**src/rtl/ni_link_arbiter_if.sv**
```systemverilog
// Flit handshake bundle between the requesters, the link arbiter and the router port.
interface ni_link_arbiter_if #(
    parameter int unsigned N_REQ  = 4,
    parameter int unsigned FLIT_W = 8
);
    logic [N_REQ*FLIT_W-1:0] in_flit;
    logic [N_REQ-1:0]        in_valid;
    logic [N_REQ-1:0]        in_last;
    logic [N_REQ-1:0]        in_ready;
    logic [FLIT_W-1:0]       out_flit;
    logic                    out_valid;
    logic                    out_last;
    logic                    out_ready;

    modport master (
        input  in_flit, in_valid, in_last, out_ready,
        output in_ready, out_flit, out_valid, out_last
    );

    modport slave (
        output in_flit, in_valid, in_last, out_ready,
        input  in_ready, out_flit, out_valid, out_last
    );
endinterface

```
**src/rtl/ni_link_arbiter.sv**
```systemverilog
// Packet-granular round-robin arbiter sharing one flit link among N_REQ sources,
// with a registered output stage and a sticky malformed-header flag.
module ni_link_arbiter #(
    parameter int unsigned N_REQ      = 4,
    parameter int unsigned FLIT_W     = 8,
    parameter logic [5:0]  HEADER_TAG = 6'b101111,
    localparam int unsigned GW        = (N_REQ > 1) ? $clog2(N_REQ) : 1
) (
    input  logic                 clk,
    input  logic                 rst,
    ni_link_arbiter_if.master    link,
    output logic [GW-1:0]        grant_id,
    output logic                 busy,
    output logic                 err_hdr
);

    typedef enum logic {IDLE, LOCKED} state_t;

    state_t              state, state_nxt;
    logic [GW-1:0]       last_grant;
    logic [GW-1:0]       pick;
    logic                pick_found;
    int unsigned         idx;
    logic [FLIT_W-1:0]   sel_flit;
    logic                sel_valid;
    logic                sel_last;
    logic                can_take;
    logic                accept;
    logic                first_flit;

    // Round-robin search starting just after the most recently granted requester.
    always_comb begin
        pick       = '0;
        pick_found = 1'b0;
        idx        = 0;
        for (int unsigned i = 1; i <= N_REQ; i++) begin
            idx = (32'(last_grant) + i) % N_REQ;
            if (!pick_found && link.in_valid[GW'(idx)]) begin
                pick       = GW'(idx);
                pick_found = 1'b1;
            end
        end
    end

    always_comb begin
        sel_flit  = '0;
        sel_valid = 1'b0;
        sel_last  = 1'b0;
        for (int unsigned i = 0; i < N_REQ; i++) begin
            if (GW'(i) == grant_id) begin
                sel_flit  = link.in_flit[i*FLIT_W +: FLIT_W];
                sel_valid = link.in_valid[i];
                sel_last  = link.in_last[i];
            end
        end
    end

    assign can_take = ~link.out_valid | link.out_ready;
    assign accept   = (state == LOCKED) && sel_valid && can_take;
    assign busy     = (state == LOCKED);

    always_comb begin
        link.in_ready = '0;
        for (int unsigned i = 0; i < N_REQ; i++) begin
            link.in_ready[i] = (state == LOCKED) && (GW'(i) == grant_id) && can_take;
        end
    end

    always_ff @(posedge clk or posedge rst) begin
        if (rst) state <= IDLE;
        else     state <= state_nxt;
    end

    always_comb begin
        state_nxt = state;
        case (state)
            IDLE:    if (pick_found)         state_nxt = LOCKED;
            LOCKED:  if (accept && sel_last) state_nxt = IDLE;
            default:                         state_nxt = IDLE;
        endcase
    end

    always_ff @(posedge clk or posedge rst) begin
        if (rst) begin
            grant_id       <= '0;
            last_grant     <= GW'(N_REQ - 1);
            first_flit     <= 1'b1;
            err_hdr        <= 1'b0;
            link.out_flit  <= '0;
            link.out_valid <= 1'b0;
            link.out_last  <= 1'b0;
        end else begin
            if (state == IDLE && pick_found) begin
                grant_id   <= pick;
                first_flit <= 1'b1;
            end
            if (accept) begin
                link.out_flit  <= sel_flit;
                link.out_last  <= sel_last;
                link.out_valid <= 1'b1;
                if (first_flit && sel_flit[7:2] != HEADER_TAG) err_hdr <= 1'b1;
                // A tail flit re-arms header checking for the next packet.
                first_flit <= sel_last;
                if (sel_last) last_grant <= grant_id;
            end else if (link.out_valid && link.out_ready) begin
                link.out_valid <= 1'b0;
            end
        end
    end

endmodule
```
**src/flat_wrapper.sv**
```systemverilog
// flat-port wrapper written by rule: the top's interface ports become plain ports
module ni_link_arbiter_flat 
#(
    parameter int unsigned N_REQ      = 4,
    parameter int unsigned FLIT_W     = 8,
    parameter logic [5:0]  HEADER_TAG = 6'b101111,
    localparam int unsigned GW        = (N_REQ > 1) ? $clog2(N_REQ) : 1
)
  (clk, rst, grant_id, busy, err_hdr, link_in_flit, link_in_valid, link_in_last, link_out_ready, link_in_ready, link_out_flit, link_out_valid, link_out_last);
  ni_link_arbiter_if #(.N_REQ(N_REQ), .FLIT_W(FLIT_W)) link_i ();
  input  logic clk;
  input  logic rst;
  output logic [GW-1:0] grant_id;
  output logic busy;
  output logic err_hdr;
  input wire logic [$bits(link_i.in_flit)-1:0] link_in_flit;
  input wire logic [$bits(link_i.in_valid)-1:0] link_in_valid;
  input wire logic [$bits(link_i.in_last)-1:0] link_in_last;
  input wire logic [$bits(link_i.out_ready)-1:0] link_out_ready;
  output wire logic [$bits(link_i.in_ready)-1:0] link_in_ready;
  output wire logic [$bits(link_i.out_flit)-1:0] link_out_flit;
  output wire logic [$bits(link_i.out_valid)-1:0] link_out_valid;
  output wire logic [$bits(link_i.out_last)-1:0] link_out_last;
  assign link_i.in_flit = link_in_flit;
  assign link_i.in_valid = link_in_valid;
  assign link_i.in_last = link_in_last;
  assign link_i.out_ready = link_out_ready;
  assign link_in_ready = link_i.in_ready;
  assign link_out_flit = link_i.out_flit;
  assign link_out_valid = link_i.out_valid;
  assign link_out_last = link_i.out_last;
  ni_link_arbiter #(.N_REQ(N_REQ), .FLIT_W(FLIT_W), .HEADER_TAG(HEADER_TAG)) u_core (.clk(clk), .rst(rst), .link(link_i), .grant_id(grant_id), .busy(busy), .err_hdr(err_hdr));
endmodule
```
**config.mk**
```make
export PLATFORM = sky130hd
export DESIGN_NAME = ni_link_arbiter_flat
export DESIGN_NICKNAME = d
export VERILOG_FILES = /design/src/rtl/ni_link_arbiter_if.sv /design/src/rtl/ni_link_arbiter.sv /design/src/flat_wrapper.sv
export SDC_FILE = /design/constraint.sdc
export NUM_CORES = 1
export LEC_CHECK = 0
export CORE_MARGIN = 10
export CORE_UTILIZATION = 41
export CTS_CLUSTER_SIZE = 10
export DETAILED_ROUTE_END_ITERATION = 12
export PLACE_DENSITY = 0.87
export SETUP_SLACK_MARGIN = 0.5
export SLEW_MARGIN = 20
export SYNTH_ARGS = -nofsm -noshare
export SYNTH_HDL_FRONTEND = slang
export SYNTH_SLANG_ARGS = --single-unit
export TNS_END_PERCENT = 50
```
**constraint.sdc**
```tcl
create_clock -name clk -period 4.3 [get_ports clk]
set_input_delay 0.43 -clock clk [delete_from_list [all_inputs] [get_ports clk]]
set_output_delay 0.43 -clock clk [all_outputs]
set_load 0.01 [all_outputs]
```
==> results of run 1 <==
## cells in the mapped netlist (2+ instances only)
library cell,count,share of area
dfrtp_1,14,0.32
inv_1,4,0.014
nand2_1,6,0.021
buf_6,2,0.021
mux4_2,9,0.19
o21ai_0,4,0.019
mux2_2,2,0.021
nor2_1,4,0.014
dfstp_2,3,0.073
nand2b_1,2,0.012
nor3_1,3,0.014
a21oi_1,3,0.014
mux2_4,8,0.11
## per-stage QoR
| stage | worst slack [ps] | area, µm² | cells | total power [mW] | utilization |
|---|---|---|---|---|---|
| after CTS | 1720 | 1700 | 172 | 1.04 | 0.682 |
| after detailed placement | 1890 | 1670 | 168 | 0.949 | 0.670 |
| after floorplan | 2520 | 1080 | 84 | 0.718 | - |
| final | 1780 | 1700 | 172 | 1.03 | 0.682 |
| after global routing | 1540 | 1700 | 172 | 1.10 | 0.682 |
| after global placement | 1940 | 1670 | 168 | 0.930 | 0.670 |
## logic make-up (layout without fill, tap and decap cells)
kind of cell / Yosys count / after routing
DFF: 17 / 17
muxes: 21 / 21
buffers and inverters: 10 / 68
and+or+nand+nor: 24 / 24
AOI/OAI and AO/OA: 12 / 12
## how the worst max path moves through the flow
stage                                               end  slack (ps)                            from  depth (start not counted)
finish                                 link_in_ready[1]        1780  u_core.grant_id[0]$_DFFE_PP0P_                          3
global route                           link_in_ready[1]        1540  u_core.grant_id[0]$_DFFE_PP0P_                          3
CTS                                    link_in_ready[1]        1720  u_core.grant_id[0]$_DFFE_PP0P_                          3
floorplan           u_core.link.out_flit[0]$_DFFE_PP0P_        2520  u_core.grant_id[1]$_DFFE_PP0P_                          5
global placement    u_core.link.out_flit[1]$_DFFE_PP0P_        1940                link_in_valid[3]                          4
detailed placement  u_core.link.out_flit[7]$_DFFE_PP0P_        1890                link_in_valid[3]                          4
## cells in the final DEF, fill, tap and decap left out
| cell type | count |
|---|---|
| nor2b_1 | 1 |
| or4_1 | 1 |
| o21ai_0 | 4 |
| and3b_1 | 1 |
| dfrtp_1 | 14 |
| nor3b_1 | 1 |
| nand2b_1 | 2 |
| a21bo_2 | 1 |
| nor3_1 | 3 |
| dfstp_2 | 3 |
| inv_1 | 4 |
| nor4_1 | 1 |
| mux2i_1 | 1 |
| o41a_1 | 1 |
| clkdlybuf4s50_1 | 60 |
| nor2_1 | 4 |
| nand2_1 | 6 |
| clkinvlp_4 | 1 |
| a41o_1 | 1 |
| nand3_1 | 1 |
| clkbuf_4 | 3 |
| o31ai_1 | 1 |
| mux4_1 | 1 |
| o31a_1 | 1 |
| mux4_2 | 9 |
| mux2_2 | 2 |
| mux2_4 | 8 |
| nand4_1 | 1 |
| nand4b_1 | 1 |
| a21oi_1 | 3 |
| and3_1 | 1 |
## flip-flops by register name, indices dropped and copies added, names as in the netlist
signal,cells
u_core.first_flit,1
u_core.last_grant,2
u_core.link.out_flit,8
u_core.link.out_last,1
u_core.err_hdr,1
u_core.grant_id,2
u_core.busy,1
u_core.link.out_valid,1
## per-layer routing
layer  part of all wire  track usage  wire (µm)  vias to the layer above
met2               0.52        0.212       1700                       42
li1                   -            -          -                      436
met3              0.069       0.0386        225                        4
met5                  0            0          0                        -
met1               0.40        0.149       1290                      467
met4             0.0071       0.0258         23                        0
## report_power, final
part / internal [mW] / switching, mW / leakage [nW]
Combinational: 0.382 / 0.203 / 0.477
Sequential: 0.247 / 0.109 / 0.192
Clock: 0.0354 / 0.0538 / 0.0139
## area by class of cell
type	count	area, µm²	area share
Clock buffer	3	22.5	0.0132
Clock inverter	1	7.51	0.00441
Inverter	4	15.0	0.00881
Multi-Input combinational cell	57	592	0.347
Sequential cell	17	429	0.252
Tap cell	30	37.5	0.0220
Timing Repair Buffer	60	601	0.352
==> impl_results.md, run 1 <==
* Status: completed
* Crit-path max FO at 15
* Via density at approximately 5.5
* FP Rows at 18
* Die Span X at around 71 µm
* Final Skew at ~7.0 ps
* Global route total overflow at 0
* Largest family of logic cells by synthesized area: multiplexers
* Data required, critical path at between 3000 and 4000 ps
* Ratio of cells with drive above 1 in the final layout at 0.190
* Max H-tree Level at 1
* Final Hold Viols at 0
* GP Congestion at roughly 0.9
* Cell family with most CP delay: flip-flops
* Routed Antenna Nets at 0
* Tightest Pin Transition at just over 700 ps
* Chip height at around 70 µm
* Cts hold-fix bufs at 0
* Unrepaired setup endpoints after global routing: no
* Slew HR at 0.524
* Worst path cell trace: inv_1, nor3_1, clkdlybuf4s50_1
* Post-route minimum period at around 2500 ps
* EDFF count, synth at 0
* Max Freq at ~0.40 GHz
* WL/cell at 18.8 µm
* Total die area at roughly 0.0051 mm²
* Number of global-route vias before repair at 1030
* Reg2reg setup slack at 2020 ps
* DP HPWL at 2630 µm
* Worst EP arrival at approximately 2100 ps
* Io pins at a little over 60
* Synth Cell Area at ~0.0011 mm²
* R2R Path Start: u_core.grant_id[1]$_DFFE_PP0P_
* Count of final setup violators at 0
* Yosys reg bits at 17
* Nets@finish at approximately 190
* Skew-Pair Late Insertion Delay at between 200 and 300 ps
* TritonCTS buffer count at 3
* Post-CTS Setup Repair Bufs at 0
* Worst Path Class, Setup: reg -> out
* Initial antenna violation count at 0
* Synth Area in Simple Gates at 0.118
* Area share of fa/ha/maj cells after synthesis at 0
* TritonCTS clock tree: done
* I/O Buffers at 60
* Tcrit/Tclk final at 0.586
* Pwr per Cell Area at roughly 600 mW/mm²
* Filler cells at 194
* Ys Warns at 0
* P_leak at ~0.68 nW
* Worst setup EP type: output port
* Post-synthesis compound-gate area fraction at 0.0765
* Worst path max stage delay at approximately 820 ps
* Mean Syn Cell Area at approximately 13 µm²
* Xor/xnor share of the synthesized area at 0
* Max-Cap Viols at 0
* Ant diodes at 0
* Post-Syn Nets at 127
* Longest Clk Path Bufs at 2
* Crit path buf inv count at 2
* Post-cts repair resize count at 0
* Core ar. at 0.00250 mm²
* Clock slew at reported path FFs at ~110 ps
* Synth cell types at 33
* Total GRT Usage at 0.124
* Hold WS at 528 ps
* Mapped Cells at between 80 and 90
* Largest net degree at the start of global routing at 18
* Final WL at 3240 µm
* Synth Flop Type: dfrtp_1
* Crit-path slowest cell: dfrtp_1
* Register area share after synthesis at 0.397
* Final Slew Violations at 0
* Root Driver: clkbuf_4
* Final setup TNS at 0 ps
* Drt first-iter violations at 29
* Initial core utilization at 0.432
* Multiplexer share of the synthesized area at 0.353
* CTS Sinks at 17
* Asr flop ratio synth at 1.00
* HP Class: in -> async
* Drc violations at 0
* Via count at roughly 950
* Synthesis-to-layout area growth at 57.8%
* R2R depth at 3
* Drt pass-1 iters at 5
* First-pass GRT wire length at around 5300 µm
* Critical path launch point type: flop
* Maximum VDD drop at ~0.37 mV
* Worst r2r dst: u_core.link.out_flit[2]$_DFFE_PP0P_
Note: power is estimated with default switching activity, not from simulation.
==> inputs of run 2 (changes only) <==
--- a/config.mk
+++ b/config.mk
@@ -6,10 +6,10 @@
 export NUM_CORES = 1
 export LEC_CHECK = 0
 export CORE_MARGIN = 10
-export CORE_UTILIZATION = 41
+export CORE_UTILIZATION = 38
 export CTS_CLUSTER_SIZE = 10
 export DETAILED_ROUTE_END_ITERATION = 12
-export PLACE_DENSITY = 0.87
+export PLACE_DENSITY = 0.82
 export SETUP_SLACK_MARGIN = 0.5
 export SLEW_MARGIN = 20
 export SYNTH_ARGS = -nofsm -noshare
==> constraint.sdc (replaced) <==
create_clock -name clk -period 2.4 [get_ports clk]
set_input_delay 0.24 -clock clk [delete_from_list [all_inputs] [get_ports clk]]
set_output_delay 0.24 -clock clk [all_outputs]
set_load 0.01 [all_outputs]
==> run 2 against run 1 <==
Effect of this change: utilization decreased by 4.6 points; global-route usage increased by 0.15 points; largest power group unchanged; highest routed layer unchanged; critical endpoint is now u_core.link.out_flit[4]$_DFFE_PP0P_; combinational power increased by 100%; first-iteration DRC count decreased by 21%; sequential power increased by 62%; critical path depth increased by 1.
==> impl_results.md, run 2 (same netlist as run 1, synthesis figures left out) <==
* TritonCTS clock tree: done
* Final WL at ~3500 µm
* Total GRT Usage at 0.125
* Initial antenna violation count at 0
* Hold WS at approximately 320 ps
* Drc violations at 0
* Layout Cells excl Fill at approximately 180
* Design area at roughly 0.0017 mm²
* Total die area at between 0.005 and 0.006 mm²
* Synthesis-to-layout area growth at 60.8%
* Tcrit/Tclk final at 0.756
* Core Util, Final at 0.635
* Biggest register: u_core.link.out_flit
* FP Rows at 19
* Post-CTS Setup Repair Bufs at 0
* P_leak at approximately 0.74 nW
* CTS Sinks at 17
* Skew-Pair Late Insertion Delay at 290 ps
* WL/cell at roughly 20 µm
* Post-route minimum period at 1810 ps
* Core ar. at ~0.0027 mm²
* Slew HR at 0.577
* Final Skew at approximately 8.6 ps
* Via count at ~970
* Max Freq at 0.551 GHz
* GP Congestion at around 0.8
* Reg2reg setup slack at 620 ps
* Ratio of cells with drive above 1 in the final layout at 0.222
* I/O Buffers at 60
* Most frequent cells in the layout: clkdlybuf4s50_1, dfrtp_1, mux4_2, mux2_4, nand2_1
* TritonCTS buffer count at 3
* Io pins at 61
* Worst setup EP type: flop
* Placed cells at 171
* Setup crit start: link_in_valid[3]
* Worst EP arrival at 1990 ps
* Critical path launch point type: input port
* Drt pass-1 iters at 4
* Chip height at 73.3 µm
* Global route total overflow at 0
* R2R depth at 3
* First-pass GRT wire length at about 5300 µm
* Unrepaired setup endpoints after global routing: yes
* Drt first-iter violations at 23
* Maximum VDD drop at a little over 0.6 mV
* Nets@finish at approximately 190
* Count of final setup violators at 0
* Worst Path Class, Setup: in -> reg
* R2R Path Start: u_core.grant_id[1]$_DFFE_PP0P_
* HP Class: in -> async
* Worst r2r dst: u_core.link.out_flit[4]$_DFFE_PP0P_
* Number of global-route vias before repair at 1046
* Cts hold-fix bufs at 0
* Longest Clk Path Bufs at 2
* Biggest regs: u_core.link.out_flit (8), u_core.grant_id (2), u_core.last_grant (2)
* Largest net degree at the start of global routing at 18
* CP endpoint: u_core.link.out_flit[4]$_DFFE_PP0P_
* Final Slew Violations at 0
* Largest register FFs at 8
* DP HPWL at just under 3000 µm
* Pwr per Cell Area at ~1100 mW/mm²
* Status: completed
* Initial core utilization at 0.395
* Final setup TNS at 0 ps
* Crit-path max FO at 10
* Max-Cap Viols at 0
* Root Driver: clkbuf_4
* Ant diodes at 0
* Filler cells at between 200 and 250
* Clock slew at reported path FFs at roughly 100 ps
* Routed Antenna Nets at 0
* Placed inst area at about 0.0017 mm²
* Max H-tree Level at 1
* Most common cell after layout, fill and taps aside: clkdlybuf4s50_1
* Die Span X at ~73 µm
* Via density at 5.53
* Final Hold Viols at 0
* Tightest Pin Transition at 634 ps
* Data required, critical path at between 2000 and 3000 ps
run 2: worst max-delay path, cell delays in order:
cell and delay [ps]:
clkdlybuf4s50_1 510, mux4_2 560, and3_2 340, mux2_4 330
run 2: per-layer routing:
metal / share of wire / GRT usage
met1: 0.39 / 0.143
met5: 0 / 0
met4: 0.016 / 0.0455
met2: 0.49 / 0.212
met3: 0.096 / 0.0431
run 2: layout make-up:
class	instances	area, µm²	share of cell area
Timing Repair Buffer	62	629	0.362
Multi-Input combinational cell	57	596	0.343
Inverter	4	15.0	0.00865
Clock buffer	4	26.3	0.0151
Sequential cell	17	432	0.249
Tap cell	31	38.8	0.0223
run 2: metrics by stage:
step                setup slack [ps]  power [mW]
floorplan                        625        1.29
global placement                 298        1.71
detailed placement               226        1.74
CTS                              445        1.90
global route                     490        2.02
finish                           587        1.90
run 2: how the worst min path moves through the flow:
stage / to / start / cells past startpoint / slack [ps]
4_1_cts: u_core.grant_id[1]$_DFFE_PP0P_ / rst / 2 / 350
6_report: u_core.link.out_valid$_DFFE_PP0P_ / rst / 2 / 320
3_3_place_gp: u_core.link.out_flit[3]$_DFFE_PP0P_ / u_core.link.out_flit[3]$_DFFE_PP0P_ / 1 / 500
5_1_grt: u_core.grant_id[1]$_DFFE_PP0P_ / rst / 2 / 380
2_1_floorplan: u_core.busy$_DFF_PP0_ / rst / 1 / 160
3_5_place_dp: u_core.link.out_flit[7]$_DFFE_PP0P_ / u_core.link.out_flit[7]$_DFFE_PP0P_ / 1 / 500
run 2: power by group:
| part | switching [mW] | total (mW) | internal (mW) |
|---|---|---|---|
| registers | 0.126 | 0.575 | 0.449 |
| logic | 0.460 | 1.17 | 0.709 |
| clock network | 0.0871 | 0.152 | 0.0647 |
| total | 0.673 | 1.90 | 1.22 |
run 2: timing repair:
| action | CTS | global route |
|---|---|---|
| endpoints found under the setup margin | 4 | 11 |
| resized for setup | 6 | 5 |
| pin swaps | 0 | 0 |
==> inputs of run 3 (changes only) <==
--- a/config.mk
+++ b/config.mk
@@ -6,10 +6,10 @@
 export NUM_CORES = 1
 export LEC_CHECK = 0
 export CORE_MARGIN = 10
-export CORE_UTILIZATION = 38
+export CORE_UTILIZATION = 34
 export CTS_CLUSTER_SIZE = 10
 export DETAILED_ROUTE_END_ITERATION = 12
-export PLACE_DENSITY = 0.82
+export PLACE_DENSITY = 0.77
 export SETUP_SLACK_MARGIN = 0.5
 export SLEW_MARGIN = 20
 export SYNTH_ARGS = -nofsm -noshare
==> constraint.sdc (replaced) <==
create_clock -name clk -period 1.5 [get_ports clk]
set_input_delay 0.15 -clock clk [delete_from_list [all_inputs] [get_ports clk]]
set_output_delay 0.15 -clock clk [all_outputs]
set_load 0.01 [all_outputs]
==> run 3 against run 2 <==
Effect of this change: the run now ends with negative setup slack left; critical endpoint is now u_core.last_grant[1]$_DFFE_PP1N_; setup slack worse by 780 ps; via count is 9.8% higher; die area is 8.5% higher; clock skew is 6.7 ps lower; largest power group unchanged; register-to-register slack worse by 820 ps; highest routed layer unchanged; combinational power is 110% higher; sequential power is 60% higher; clock-buffer cell count stayed put.
==> impl_results.md, run 3 (same netlist as run 1, synthesis figures left out) <==
* Design area at ~0.002 mm²
* Initial antenna violation count at 0
* Via density at around 5.0
* Drt pass-1 iters at 4
* Largest net degree at the start of global routing at 18
* Longest Clk Path Bufs at 2
* Core ar. at 0.00305 mm²
* CTS Sinks at 17
* Tightest Pin Transition at a little under 400 ps
* Final WL at around 4000 µm
* Die Span X at roughly 76 µm
* Failing checks: negative setup slack
* Drt first-iter violations at 30
* Io pins at 61
* Worst setup EP type: flop
* Chip height at ~76 µm
* Global route total overflow at 0
* Final Worst Setup Slack at -195 ps
* Ratio of cells with drive above 1 in the final layout at 0.473
* Most frequent cells in the layout: clkdlybuf4s50_1, buf_6, buf_4, dfrtp_1, mux2_4
* R2R Path Start: u_core.grant_id[1]$_DFFE_PP0P_
* WL/cell at 19.0 µm
* Synthesis-to-layout area growth at 83.3%
* Root Driver: clkbuf_4
* Total die area at roughly 0.0058 mm²
* Core Util, Final at 0.648
* Placed inst area at 0.00182 mm²
* Maximum VDD drop at approximately 0.53 mV
* Via count at ~1.1k
* Worst r2r dst: u_core.last_grant[1]$_DFFE_PP1N_
* Slew HR at 0.737
* HP Class: in -> async
* Status: complete, but fails checks
* Reg2reg setup slack at -200 ps
* Pwr per Cell Area at 1810 mW/mm²
* Filler cells at between 200 and 250
* Register area at approximately 430 µm²
* Final Slew Violations at 0
* Unrepaired setup endpoints after global routing: yes
* TritonCTS buffer count at 3
* I/O Buffers at 60
* TritonCTS clock tree: done
* Routed Antenna Nets at 0
* Final Skew at around 1.8 ps
* Biggest register: u_core.link.out_flit
* Drc violations at 0
* Clock slew at reported path FFs at ~90 ps
* Critical path launch point type: flop
* GP Congestion at ~0.8
* Crit-path max FO at 5
* DP HPWL at between 3000 and 4000 µm
* Worst EP arrival at ~1900 ps
* Max-Cap Viols at 0
* Ant diodes at 0
* First-pass GRT wire length at roughly 6500 µm
* Data required, critical path at 1730 ps
* Count of final setup violators at 14
* FP Rows at 20
* Number of global-route vias before repair at ~1.2k
* Max Freq at 0.590 GHz
* Max H-tree Level at 1
* Largest register FFs at 8
* Most common cell after layout, fill and taps aside: clkdlybuf4s50_1
* Skew-Pair Late Insertion Delay at 290 ps
* R2R depth at 4
* Final setup TNS at -2420 ps
* Total GRT Usage at 0.140
* Tcrit/Tclk final at 1.13
* P_leak at around 0.86 nW
* Worst Path Class, Setup: reg -> reg
* Biggest regs: u_core.link.out_flit (8), u_core.grant_id (2), u_core.last_grant (2)
* Post-route minimum period at 1700 ps
* Initial core utilization at 0.354
* Multi-input logic area at 659 µm²
* Final Hold Viols at 0
* Nets@finish at about 210
[run 3: stage by stage]
stage               setup slack [ps]  hold slack [ps]  std cells  power, mW
floorplan                       -271             73.9         84       2.12
finish                          -195              155        211       3.59
global placement                -312              479        197       2.94
global route                    -239              161        211       3.82
detailed placement              -346              482        197       3.00
CTS                             -196              161        206       3.31
[run 3: worst max-delay path by stage]
stage | from | end | slack (ps) | cells past startpoint
CTS | u_core.grant_id[1]$_DFFE_PP0P_ | u_core.link.out_flit[7]$_DFFE_PP0P_ | -200 | 4
floorplan | u_core.grant_id[1]$_DFFE_PP0P_ | u_core.link.out_flit[0]$_DFFE_PP0P_ | -270 | 5
finish | u_core.grant_id[1]$_DFFE_PP0P_ | u_core.last_grant[1]$_DFFE_PP1N_ | -200 | 4
global placement | link_in_valid[2] | u_core.link.out_flit[1]$_DFFE_PP0P_ | -310 | 4
detailed placement | link_in_valid[2] | u_core.link.out_flit[7]$_DFFE_PP0P_ | -350 | 4
global route | u_core.grant_id[1]$_DFFE_PP0P_ | u_core.last_grant[0]$_DFFE_PP1N_ | -240 | 4
[run 3: routing by layer]
| metal | track usage | share of wire | vias up | routed length [µm] |
|---|---|---|---|---|
| li1 | - | - | 488 | - |
| met1 | 0.167 | 0.45 | 519 | 1790 |
| met2 | 0.236 | 0.49 | 51 | 1950 |
| met3 | 0.0377 | 0.052 | 5 | 210 |
| met4 | 0.0502 | 0.014 | 0 | 58 |
| met5 | 0 | 0 | - | 0 |
[run 3: where the power goes]
group          switching (mW)  leakage [nW]  internal [mW]
clock network           0.144        0.0150          0.104
registers               0.204         0.191          0.716
logic                   0.942         0.654           1.48
[run 3: worst max-delay path, cell delays in order (launching register included)]
cell	delay, ps
dfrtp_1	390
buf_6	110
mux4_2	550
nand4_1	250
mux2_4	330
[run 3: layout make-up]
type	instances	area share
clock buffer	4	0.0133
sequential	17	0.217
multi-input combinational	58	0.333
tap	44	0.0278
inverter	4	0.0101
timing repair buffer	84	0.398
[run 3: repair_timing]
action | 4_1_cts | 5_1_grt
cloned | 1 | 0
pin swaps | 13 | 6
setup buffers | 4 | 5
endpoints found under the setup margin | 35 | 35
hold buffers | 0 | 0
gates resized for setup | 90 | 14
